<file path="src/rtl/pe1_unbf_pkg.sv">
// Shared constants for the inverse add/sub butterfly processing element.
//   DATA_WIDTH       coefficient width
//   Q                modulus; every coefficient lies in [0, Q-1]
//   PE_UNBF_LATENCY  input-to-output latency in non-hold cycles
package pe1_unbf_pkg;

  localparam int unsigned DATA_WIDTH      = 12;
  localparam int unsigned Q               = 3329;
  localparam int unsigned PE_UNBF_LATENCY = 7;

endpackage

</file>
<file path="src/rtl/mod_half.sv">
// Combinational modular halving y = x * 2^-1 mod q (q odd).
// Even x halves directly; odd x has q added first so the sum is even.
// Ports:
//   x_i  operand in [0, q-1]
//   y_o  result in [0, q-1]
module mod_half #(
  parameter int unsigned data_width = 12,
  parameter int unsigned q          = 3329
) (
  input  logic [data_width-1:0] x_i,
  output logic [data_width-1:0] y_o
);

  localparam logic [data_width:0] QX = (data_width+1)'(q);

  logic [data_width:0] ext;

  always_comb begin
    ext = x_i[0] ? ({1'b0, x_i} + QX) : {1'b0, x_i};
    y_o = ext[data_width:1];
  end

endmodule

</file>
<file path="src/rtl/modular_add.sv">
// Combinational modular addition y = (a + b) mod q for a, b in [0, q-1].
// Ports:
//   a_i, b_i  operands
//   y_o       result in [0, q-1]
module modular_add #(
  parameter int unsigned data_width = 12,
  parameter int unsigned q          = 3329
) (
  input  logic [data_width-1:0] a_i,
  input  logic [data_width-1:0] b_i,
  output logic [data_width-1:0] y_o
);

  localparam logic [data_width:0] QX = (data_width+1)'(q);

  logic [data_width:0] sum;
  logic [data_width:0] red;

  always_comb begin
    sum = {1'b0, a_i} + {1'b0, b_i};
    red = sum - QX;
    y_o = (sum >= QX) ? red[data_width-1:0] : sum[data_width-1:0];
  end

endmodule

</file>
<file path="src/rtl/modular_substraction.sv">
// Combinational modular subtraction y = (a - b) mod q for a, b in [0, q-1].
// Ports:
//   a_i  minuend
//   b_i  subtrahend
//   y_o  result in [0, q-1]
module modular_substraction #(
  parameter int unsigned data_width = 12,
  parameter int unsigned q          = 3329
) (
  input  logic [data_width-1:0] a_i,
  input  logic [data_width-1:0] b_i,
  output logic [data_width-1:0] y_o
);

  localparam logic [data_width:0] QX = (data_width+1)'(q);

  logic [data_width:0] diff;
  logic [data_width:0] wrap;

  always_comb begin
    diff = {1'b0, a_i} - {1'b0, b_i};
    wrap = diff + QX;
    y_o  = (a_i >= b_i) ? diff[data_width-1:0] : wrap[data_width-1:0];
  end

endmodule

</file>
<file path="src/rtl/shifter.sv">
// Fixed-depth shift register with enable and asynchronous active-high reset.
// Ports:
//   clk_i  rising-edge clock
//   rst_i  asynchronous active-high reset, clears every stage
//   en_i   when 1, all stages advance by one; when 0, all stages hold
//   d_i    data entering the first stage
//   q_o    data leaving the last stage (depth cycles after entry)
module shifter #(
  parameter int unsigned width = 12,
  parameter int unsigned depth = 3
) (
  input  logic             clk_i,
  input  logic             rst_i,
  input  logic             en_i,
  input  logic [width-1:0] d_i,
  output logic [width-1:0] q_o
);

  logic [width-1:0] stage_q [depth];

  always_ff @(posedge clk_i or posedge rst_i) begin
    if (rst_i) begin
      for (int unsigned i = 0; i < depth; i++) begin
        stage_q[i] <= '0;
      end
    end else if (en_i) begin
      stage_q[0] <= d_i;
      for (int unsigned i = 1; i < depth; i++) begin
        stage_q[i] <= stage_q[i-1];
      end
    end
  end

  assign q_o = stage_q[depth-1];

endmodule

</file>
<file path="src/rtl/pe1_unbf.sv">
// Inverse add/sub butterfly: from (bf_upper = u-v, bf_lower = u+v) mod q
// recovers u = (lower+upper)/2 and v = (lower-upper)/2 mod q.
// Latency pre_depth + mid_depth + 1 non-hold cycles; hold freezes everything.
// Ports:
//   clk, rst     clock, asynchronous active-high reset
//   hold         freezes all pipeline registers; the input that cycle is dropped
//   in_valid     qualifies the input sample
//   sel_half     1: halve the sum/difference, 0: emit raw sum/difference
//   bf_upper     difference operand
//   bf_lower     sum operand
//   out_valid    qualifies u_out/v_out
//   u_out,v_out  recovered pair (or raw sum/difference when bypassed)
module pe1_unbf
  import pe1_unbf_pkg::*;
#(
  parameter int unsigned data_width = DATA_WIDTH,
  parameter int unsigned q          = Q,
  parameter int unsigned pre_depth  = 3,
  parameter int unsigned mid_depth  = 3
) (
  input  logic                  clk,
  input  logic                  rst,
  input  logic                  hold,
  input  logic                  in_valid,
  input  logic                  sel_half,
  input  logic [data_width-1:0] bf_upper,
  input  logic [data_width-1:0] bf_lower,
  output logic                  out_valid,
  output logic [data_width-1:0] u_out,
  output logic [data_width-1:0] v_out
);

  logic                    en;
  logic [2*data_width-1:0] pre_q;
  logic [data_width-1:0]   s;
  logic [data_width-1:0]   d;
  logic [2*data_width-1:0] mid_q;
  logic [1:0]              vm_q;
  logic [data_width-1:0]   hs;
  logic [data_width-1:0]   hd;

  logic                  valid_q, valid_d;
  logic [data_width-1:0] u_q, u_d;
  logic [data_width-1:0] v_q, v_d;

  assign en = ~hold;

  shifter #(.width(2*data_width), .depth(pre_depth)) u_pre (
    .clk_i (clk),
    .rst_i (rst),
    .en_i  (en),
    .d_i   ({bf_upper, bf_lower}),
    .q_o   (pre_q)
  );

  modular_add #(.data_width(data_width), .q(q)) u_add (
    .a_i (pre_q[data_width-1:0]),
    .b_i (pre_q[2*data_width-1:data_width]),
    .y_o (s)
  );

  modular_substraction #(.data_width(data_width), .q(q)) u_sub (
    .a_i (pre_q[data_width-1:0]),
    .b_i (pre_q[2*data_width-1:data_width]),
    .y_o (d)
  );

  shifter #(.width(2*data_width), .depth(mid_depth)) u_mid (
    .clk_i (clk),
    .rst_i (rst),
    .en_i  (en),
    .d_i   ({s, d}),
    .q_o   (mid_q)
  );

  // {valid, mode} rides alongside the data up to the halving stage; the
  // output register below provides the final valid stage.
  shifter #(.width(2), .depth(pre_depth + mid_depth)) u_vm (
    .clk_i (clk),
    .rst_i (rst),
    .en_i  (en),
    .d_i   ({in_valid, sel_half}),
    .q_o   (vm_q)
  );

  mod_half #(.data_width(data_width), .q(q)) u_half_s (
    .x_i (mid_q[2*data_width-1:data_width]),
    .y_o (hs)
  );

  mod_half #(.data_width(data_width), .q(q)) u_half_d (
    .x_i (mid_q[data_width-1:0]),
    .y_o (hd)
  );

  always_comb begin
    valid_d = vm_q[1];
    u_d     = vm_q[0] ? hs : mid_q[2*data_width-1:data_width];
    v_d     = vm_q[0] ? hd : mid_q[data_width-1:0];
  end

  always_ff @(posedge clk or posedge rst) begin
    if (rst) begin
      valid_q <= 1'b0;
      u_q     <= '0;
      v_q     <= '0;
    end else if (en) begin
      valid_q <= valid_d;
      u_q     <= u_d;
      v_q     <= v_d;
    end
  end

  assign out_valid = valid_q;
  assign u_out     = u_q;
  assign v_out     = v_q;

endmodule

</file>
<file path="config.mk">
export PLATFORM = sky130hd
export DESIGN_NAME = pe1_unbf
export DESIGN_NICKNAME = d
export VERILOG_FILES = /design/src/rtl/pe1_unbf_pkg.sv /design/src/rtl/mod_half.sv /design/src/rtl/modular_add.sv /design/src/rtl/modular_substraction.sv /design/src/rtl/shifter.sv /design/src/rtl/pe1_unbf.sv
export SDC_FILE = /design/constraint.sdc
export NUM_CORES = 1
export LEC_CHECK = 0
export ABC_AREA = 1
export CAP_MARGIN = 20
export CORE_UTILIZATION = 35
export CTS_CLUSTER_DIAMETER = 50
export CTS_CLUSTER_SIZE = 16
export DETAILED_ROUTE_END_ITERATION = 8
export HOLD_SLACK_MARGIN = 0.1
export PLACE_DENSITY_LB_ADDON = 0.08
export SLEW_MARGIN = 0
export SYNTH_ARGS = -nofsm -noshare
export SYNTH_HDL_FRONTEND = slang
export SYNTH_SLANG_ARGS = --single-unit
</file>
<file path="constraint.sdc">
create_clock -name clk -period 12.4 [get_ports clk]
set_input_delay 1.86 -clock clk [delete_from_list [all_inputs] [get_ports clk]]
set_output_delay 1.86 -clock clk [all_outputs]
set_load 0.01 [all_outputs]
</file>
Yosys cells after proc, flatten, opt, wreduce, memory -nomap -nowiden
Index checks and enable logic that the tools add are counted.

Word-level logic and storage cells: 29. Output and inout bits: 25. Register bits after elaboration: 181. Input port bits: 29.

Multiplexer cells: 6. Add/sub/neg operators: 6. Magnitude comparators: 2.

Operators by type and width (number): $mux 12 (4); $add 12x12->13 const B (2); $mux 13 (2); $add 12x12->13 (1); $ge 13x12->1 const B (1); $add 12x12->12 const B (1); $ge 12x12->1 (1); $sub 12x12->12 (1); $sub 12x12->12 const B (1).

Logic depth before layout (Yosys ltp)
Gate-level depths: netlist of run 1.

Word-level depth: 3. Mapped depth: 21. Gate-level depth less buffers: 20.

Cells and area by module
From an unflattened synthesis of run 1, not the netlist that was laid out.

Cell total of the unflattened synthesis: 1461. Area total of the unflattened synthesis: 10620.2 sq um.

By module, submodules not included: shifter (u_mid ...) (seq. area each 1801.7 sq um, times used 2, cells an instance 329, area an instance 2929.1 sq um); pe1_unbf (seq. area each 625.6 sq um, times used 1, cells an instance 209, area an instance 1472.7 sq um); modular_add (seq. area each 0.0 sq um, times used 1, cells an instance 226, area an instance 1166.1 sq um); modular_substraction (seq. area each 0.0 sq um, times used 1, cells an instance 192, area an instance 1058.5 sq um); mod_half (seq. area each 0.0 sq um, times used 2, cells an instance 61, area an instance 294.0 sq um); shifter (u_vm) (seq. area each 300.3 sq um, times used 1, cells an instance 54, area an instance 476.7 sq um).

Worst setup path after synthesis of run 1
OpenSTA, ideal clock, no wires.

Path kind: in2reg. Start: input hold. End: register u_mid.stage_q[28] (netlist bit). Arrival time: 2928 ps. Slack: 9390 ps. Stages: 6. Data required time: 12317 ps. Setup time: 83 ps. Buffers on the path: 3. Path through: inv_1 > clkbuf_1 > clkbuf_1 > clkbuf_1 > nand2_1 > o21ai_0.

RTL lines: start, declared (line pe1_unbf.sv:23) `input logic hold,`; end signal, assigned by index (line shifter.sv:29) `stage_q[i] <= stage_q[i-1];`; end, declared (line shifter.sv:19) `logic [width-1:0] stage_q [depth];`.

==> results.toml, run 1 <==
[sta]
setup_viol = 0
clock.fmax_mhz = 255
report.final.slew_viol_count = 0
post-route-period-util = 0.316
clock_skew_ns = 0.0169
slew_headroom = 0.370
tightest_slew_ns = 0.945
fin_setup_tns_ns = 0
period_minus_slack_ns = 3.92
fin_ws_ns = 8.48
hold_violations = 0
rsz0062_at_grt = "no"

[placement]
placed_cells = 1552
gp_congestion = 0.834
placed_cell_area_um2 = 10200
dp_hpwl_um = 15500
pre_cts_ws_ns = 7.94
io_buffers = 53

[global_routing]
grt.busiest_layer = "met2"
antenna_found_initial = 0
grt_usage = 0.168
grt_use_met1 = 0.224
grt.overflow.total = 0
met3_usage = 0.0207
grt_start_max_net_pins = 110
grt_pass1_vias = 7273
gr-usage-met2 = 0.285
grt_pass1_wl_um = 37500

[cells_and_area]
n_antenna_cell = 0
fillers = 2702
final_net_count = 1297
regArea_um2 = 4530
stdcell_count = 1585
drive_gt1_frac = 0.0816
multi_input_area_um2 = 4130
final_cell_area_um2 = 10900
area_delta_synth_final_pct = 14.7
final_util = 0.413

[clocking]
clockRootBuffer = "clkbuf_16"
post_cts_buffers = 0
cts_tree = "yes"
clk_latency_ns = 0.44
numCtsBuffers = 17
clkSinkCount = 181
cts_resized = 0
clk_path_buf_depth = 2
htreeDepth = 4
path_clk_slew_ns = 0.07
ctsHoldBuffers = 0

[floorplan]
initial_utilization = 0.360
core_region_area_um2 = 26300
std_cell_rows = 59
dieArea_um2 = 27700
die_h_um = 167
die_w_um = 167
io_pins = 54

[logic_synthesis]
syn_area_um2 = 9470
synth.distinct_cells = 42
async_reset_ff_frac = 1.00
syn_inst = 1216
synth-seq-cells = 181
synth_nets = 1276
synth_warnings = 0
ys.flop_type = "dfrtp_1"
synth_area_per_cell_um2 = 7.79
synth_edf_count = 0
synth-seq-area-share = 0.478

[worst_setup_path]
worstPathCellList = "buf_4, inv_4, buf_4, o21ai_0, nor2_1, a21oi_1"
critPathBufInv = 3
cp_top_family = "buffers and inverters"
cp_data_arrival_time_ns = 4.19
criticalPathCategory = "in2reg"
worstPathMaxFanout = 109
cp_slowest_cell = "inv_4"
r2r_slack_ns = 9.21
cp_slowest_stage_delay_ns = 0.82
startpoint_type = "primary input"
crit_top_cell = "buf_4"
end_kind = "register"
critical_path_required_ns = 12.67

[drt]
vias_per_cell = 4.73
drt_iter0_markers = 465
wirelength_um = 22100
remaining_drc_errors = 3
num_vias = 7491
wl_per_cell_um = 13.9
dr.pass1.iters = 9
antenna_left = 0

[status]
violations = "design-rule violations"
status = "finished, violations left"

[power]
ir_drop_mv = 0.0769
leakage_uw = 0.00533
p_per_area_nw_per_um2 = 190

[run]
drv_cap = 0

[worst_hold_path]
hold_class = "reg2reg"
==> through the flow <==
stage | hold WS [ns] | total power [uW]
floorplan | 0.442 | 1290
global placement | 0.456 | 1510
detailed placement | 0.460 | 1510
CTS | 0.478 | 2100
global route | 0.490 | 2230
finish | 0.472 | 2070
==> report_power, final <==
part	internal [uW]	switching, uW
Sequential	735	92.4
Clock	312	266
Combinational	241	419
==> area by class of cell <==
class | instances | share of cell area
flip-flops and latches | 181 | 0.417
multi-input cells | 831 | 0.380
repair buffers | 58 | 0.0539
inverters | 148 | 0.0522
clock buffers | 17 | 0.0392
well taps | 335 | 0.0386
clock inverters | 15 | 0.0189
==> synth_stat cells, types with 4 or more instances <==
master    instances  area [um^2]
inv_2            12         45.0
xnor2_1           8         70.1
dfrtp_1         181         4530
o21bai_1          4         30.0
o21ai_0         167          836
buf_4             6         45.0
nand4_1          10         62.6
nor2_4            4         45.0
nand2_2          30          188
xor2_1           13          114
nor3_1            8         40.0
nand3_1          65          325
buf_1             8         30.0
o22ai_1           4         25.0
nand2_1         378         1420
ha_1             29          363
nand3_2           4         40.0
inv_1           135          507
clkbuf_1         36          135
a21oi_1          40          200
nor2_1           42          158
==> kinds of logic (layout without fill, tap and decap cells) <==
kind of cell,Yosys count,count (layout),synth area share
xor gates and xnor gates,21,21,0.0194
DFF,181,181,0.478
AOI/OAI and AO/OA,224,224,0.122
and+or+nand+nor,555,555,0.252
adders and majority gates,31,31,0.0425
buffers and inverters,204,238,0.0857
==> worst paths after layout <==
path,startpoint,endpoint,cells past startpoint
worst max-delay path,hold,u_mid.stage_q[56],6
worst min-delay path,u_pre.stage_q[36],u_pre.q_o[12],2
worst min register to register,u_pre.stage_q[36],u_pre.q_o[12],2
min in group asynchronous,rst,u_vm.stage_q[10],2
worst max register to register,u_pre.q_o[12],u_mid.stage_q[70],18
max in group asynchronous,rst,u_pre.stage_q[63],4
==> layout by cell type (no fill, tap or decap), drive strengths merged <==
cell / count
buf: 6
o221ai: 2
or2: 2
inv: 156
nor3b: 1
clkinvlp: 1
nor4: 2
xor2: 13
ha: 29
o21bai: 4
nand4: 11
a21o: 1
dfrtp: 181
nor3: 9
fa: 2
a21oi: 41
clkinv: 4
bufinv: 2
o21ai: 170
and3: 1
a31oi: 1
nand3: 69
nor2: 49
o22ai: 4
clkbuf: 17
nand2b: 1
xnor2: 8
nand2: 410
clkdlybuf4s50: 52
o211ai: 1
==> worst register-to-register path, stage by stage (launching register included) <==
cell and delay [ns]:
dfrtp_1 0.40, ha_1 0.22, fa_1 0.39, nand2_1 0.12
nand2_2 0.10, nand2_1 0.12, nand2_1 0.08, nand2_2 0.11
inv_1 0.09, nor2_2 0.21, nor2_1 0.08, nand2_1 0.06
nand2_1 0.08, nand2_2 0.23, nand3_2 0.36, nand2_2 0.13
nand2_1 0.14, nand2_1 0.10, nand2_1 0.07
==> state kept, by name (all words and copies together), names as in the netlist <==
name           cells
u_pre.q_o         24
u_vm.q_o           2
v_out             12
u_out             12
u_vm.stage_q      10
u_mid.q_o         24
u_mid.stage_q     48
u_pre.stage_q     48
out_valid          1
==> layer usage <==
layer	wire length, um	up-vias
met3	504	23
met2	10500	104
met4	444	0
li1	-	3896
met1	10600	3468
met5	0	-
Power figures use the tool's default switching activity.
==> run 2: changes to the inputs <==
- clock period: 12.4 -> 4 ns (I/O delays scaled with it)
==> run 2 against run 1 <==
- largest power group unchanged
- clock-buffer cell count did not move
- routed wire length is 1.6% higher
- setup slack got worse by 7.4 ns
- the run now ends clean
- sequential power grew to 3.1 times the previous value
- die area did not move
- register-to-register slack got worse by 8.1 ns
- critical endpoint is now u_mid.stage_q[65]
- flip-flop and latch count stayed put
- power grew to 3.0 times the previous value
- critical path depth rose by 12
- combinational power grew to 3.0 times the previous value
==> results.toml, run 2 (synthesis results as in run 1) <==
[power]
leakage_uw = 0.00532
p_per_area_nw_per_um2 = 576
ir_drop_mv = 0.298

[drt]
vias_per_cell = 4.69
remaining_drc_errors = 0
antenna_left = 0
wl_per_cell_um = 14.1
wirelength_um = 22400
num_vias = 7441
drt_iter0_markers = 490
dr.pass1.iters = 6

[clocking]
htreeDepth = 4
clk_path_buf_depth = 2
numCtsBuffers = 17
path_clk_slew_ns = 0.08
clkSinkCount = 181
cts_tree = "yes"
post_cts_buffers = 0
clockRootBuffer = "clkbuf_16"
ctsHoldBuffers = 0
clk_latency_ns = 0.44
cts_resized = 0

[floorplan]
std_cell_rows = 59
core_region_area_um2 = 26300
die_h_um = 167
initial_utilization = 0.360
io_pins = 54
die_w_um = 167
dieArea_um2 = 27700

[cells_and_area]
area_delta_synth_final_pct = 14.4
stdcell_count = 1588
final_common_cell = "nand2_1"
regArea_um2 = 4530
final_util = 0.412
multi_input_area_um2 = 4130
drive_gt1_frac = 0.0838
n_antenna_cell = 0
top_regs = "u_mid.stage_q: 48 flops, u_pre.stage_q: 48 flops"
final_net_count = 1300
final_cell_mix = "378 x nand2_1, 181 x dfrtp_1, 167 x o21ai_0"
fillers = 2747

[placement]
dp_hpwl_um = 15800
io_buffers = 53
gp_congestion = 0.910
placed_cells = 1556

[worst_setup_path]
cp_slowest_stage_delay_ns = 0.40
worstPathCellList = "ha_1, fa_1, inv_1, nand2_1, nand2_1, inv_1, nor2_1, nand3_1, nor2_2, nor2_1, nand2_1, nand2_1, nand2_2, nand3_2, nand2_2, nand2_1, nand2_1, nand2_1"
critical_path_required_ns = 4.32
cp_slowest_cell = "dfrtp_1"
cp_data_arrival_time_ns = 3.26
worstPathMaxFanout = 12
end_kind = "register"
startpoint_type = "register"
crit_top_cell = "nand2_1"
criticalPathCategory = "reg2reg"

[sta]
period_minus_slack_ns = 2.94
clock.fmax_mhz = 340
slew_headroom = 0.528
whs_ns = 0.413
post-route-period-util = 0.735
fin_setup_tns_ns = 0
tightest_slew_ns = 0.708
hold_violations = 0
setup_viol = 0
report.final.slew_viol_count = 0
clock_skew_ns = 0.0176
rsz0062_at_grt = "no"

[worst_hold_path]
hold_class = "in2async"

[global_routing]
grt_pass1_vias = 7308
antenna_found_initial = 0
grt_usage = 0.173
grt.overflow.total = 0
grt_start_max_net_pins = 176
grt_pass1_wl_um = 38300

[status]
status = "finished clean"

[run]
drv_cap = 0
## run 2: cell count changes in the layout (fill, tap and decap cells not counted)
cell        previous run  this run
buf_12                 0         2
buf_16                 1         0
buf_4                  5         7
bufinv_16              2         0
clkinv_2               1         2
clkinvlp_4             1         3
inv_6                  2         3
inv_8                  8         6
## run 2: worst paths after layout
| path | from | to | slack (ns) | cells past startpoint |
|---|---|---|---|---|
| worst max-delay path | u_pre.q_o[12] | u_mid.stage_q[65] | 1.06 | 18 |
| worst min-delay path | rst | u_vm.stage_q[6] | 0.41 | 2 |
| worst max register to register | u_pre.q_o[12] | u_mid.stage_q[65] | 1.06 | 18 |
| worst min register to register | u_pre.stage_q[34] | u_pre.q_o[10] | 0.47 | 2 |
| max in group asynchronous | rst | u_out[9] | 2.67 | 3 |
| min in group clk | u_pre.stage_q[34] | u_pre.q_o[10] | 0.47 | 2 |
## run 2: layout make-up
cell class,count,area share
clock buffers,17,0.0393
multi-input cells,831,0.381
clock inverters,15,0.0143
flip-flops and latches,181,0.418
well taps,335,0.0387
repair buffers,61,0.0566
inverters,148,0.0520
## run 2: worst max-delay path: cells and delay by family (launching register included)
kind,cells,cell delay [ns]
flip-flops,1,0.40
AND/OR/NAND/NOR,14,1.64
buffers and inverters,2,0.17
adder cells (fa/ha/maj),2,0.61
## run 2: metal layers
layer | GRT usage | vias up | wire length (um)
met2 | 0.288 | 94 | 10600
met5 | 0 | - | 0
li1 | - | 3899 | -
met3 | 0.0261 | 14 | 642
met4 | 0.0443 | 0 | 244
met1 | 0.234 | 3434 | 11000
## run 2: stage by stage
step	power (uW)	area, um^2	setup WS [ns]
finish	6240	10800	1.06
global route	6760	10800	0.745
CTS	6340	10800	1.05
detailed placement	4630	10300	1.07
global placement	4630	10300	1.15
floorplan	4000	9480	1.08
## run 2: where the power goes
part | switching [uW] | total (uW) | internal, uW
registers | 270 | 2550 | 2280
clock network | 836 | 1670 | 838
logic | 1270 | 2010 | 749
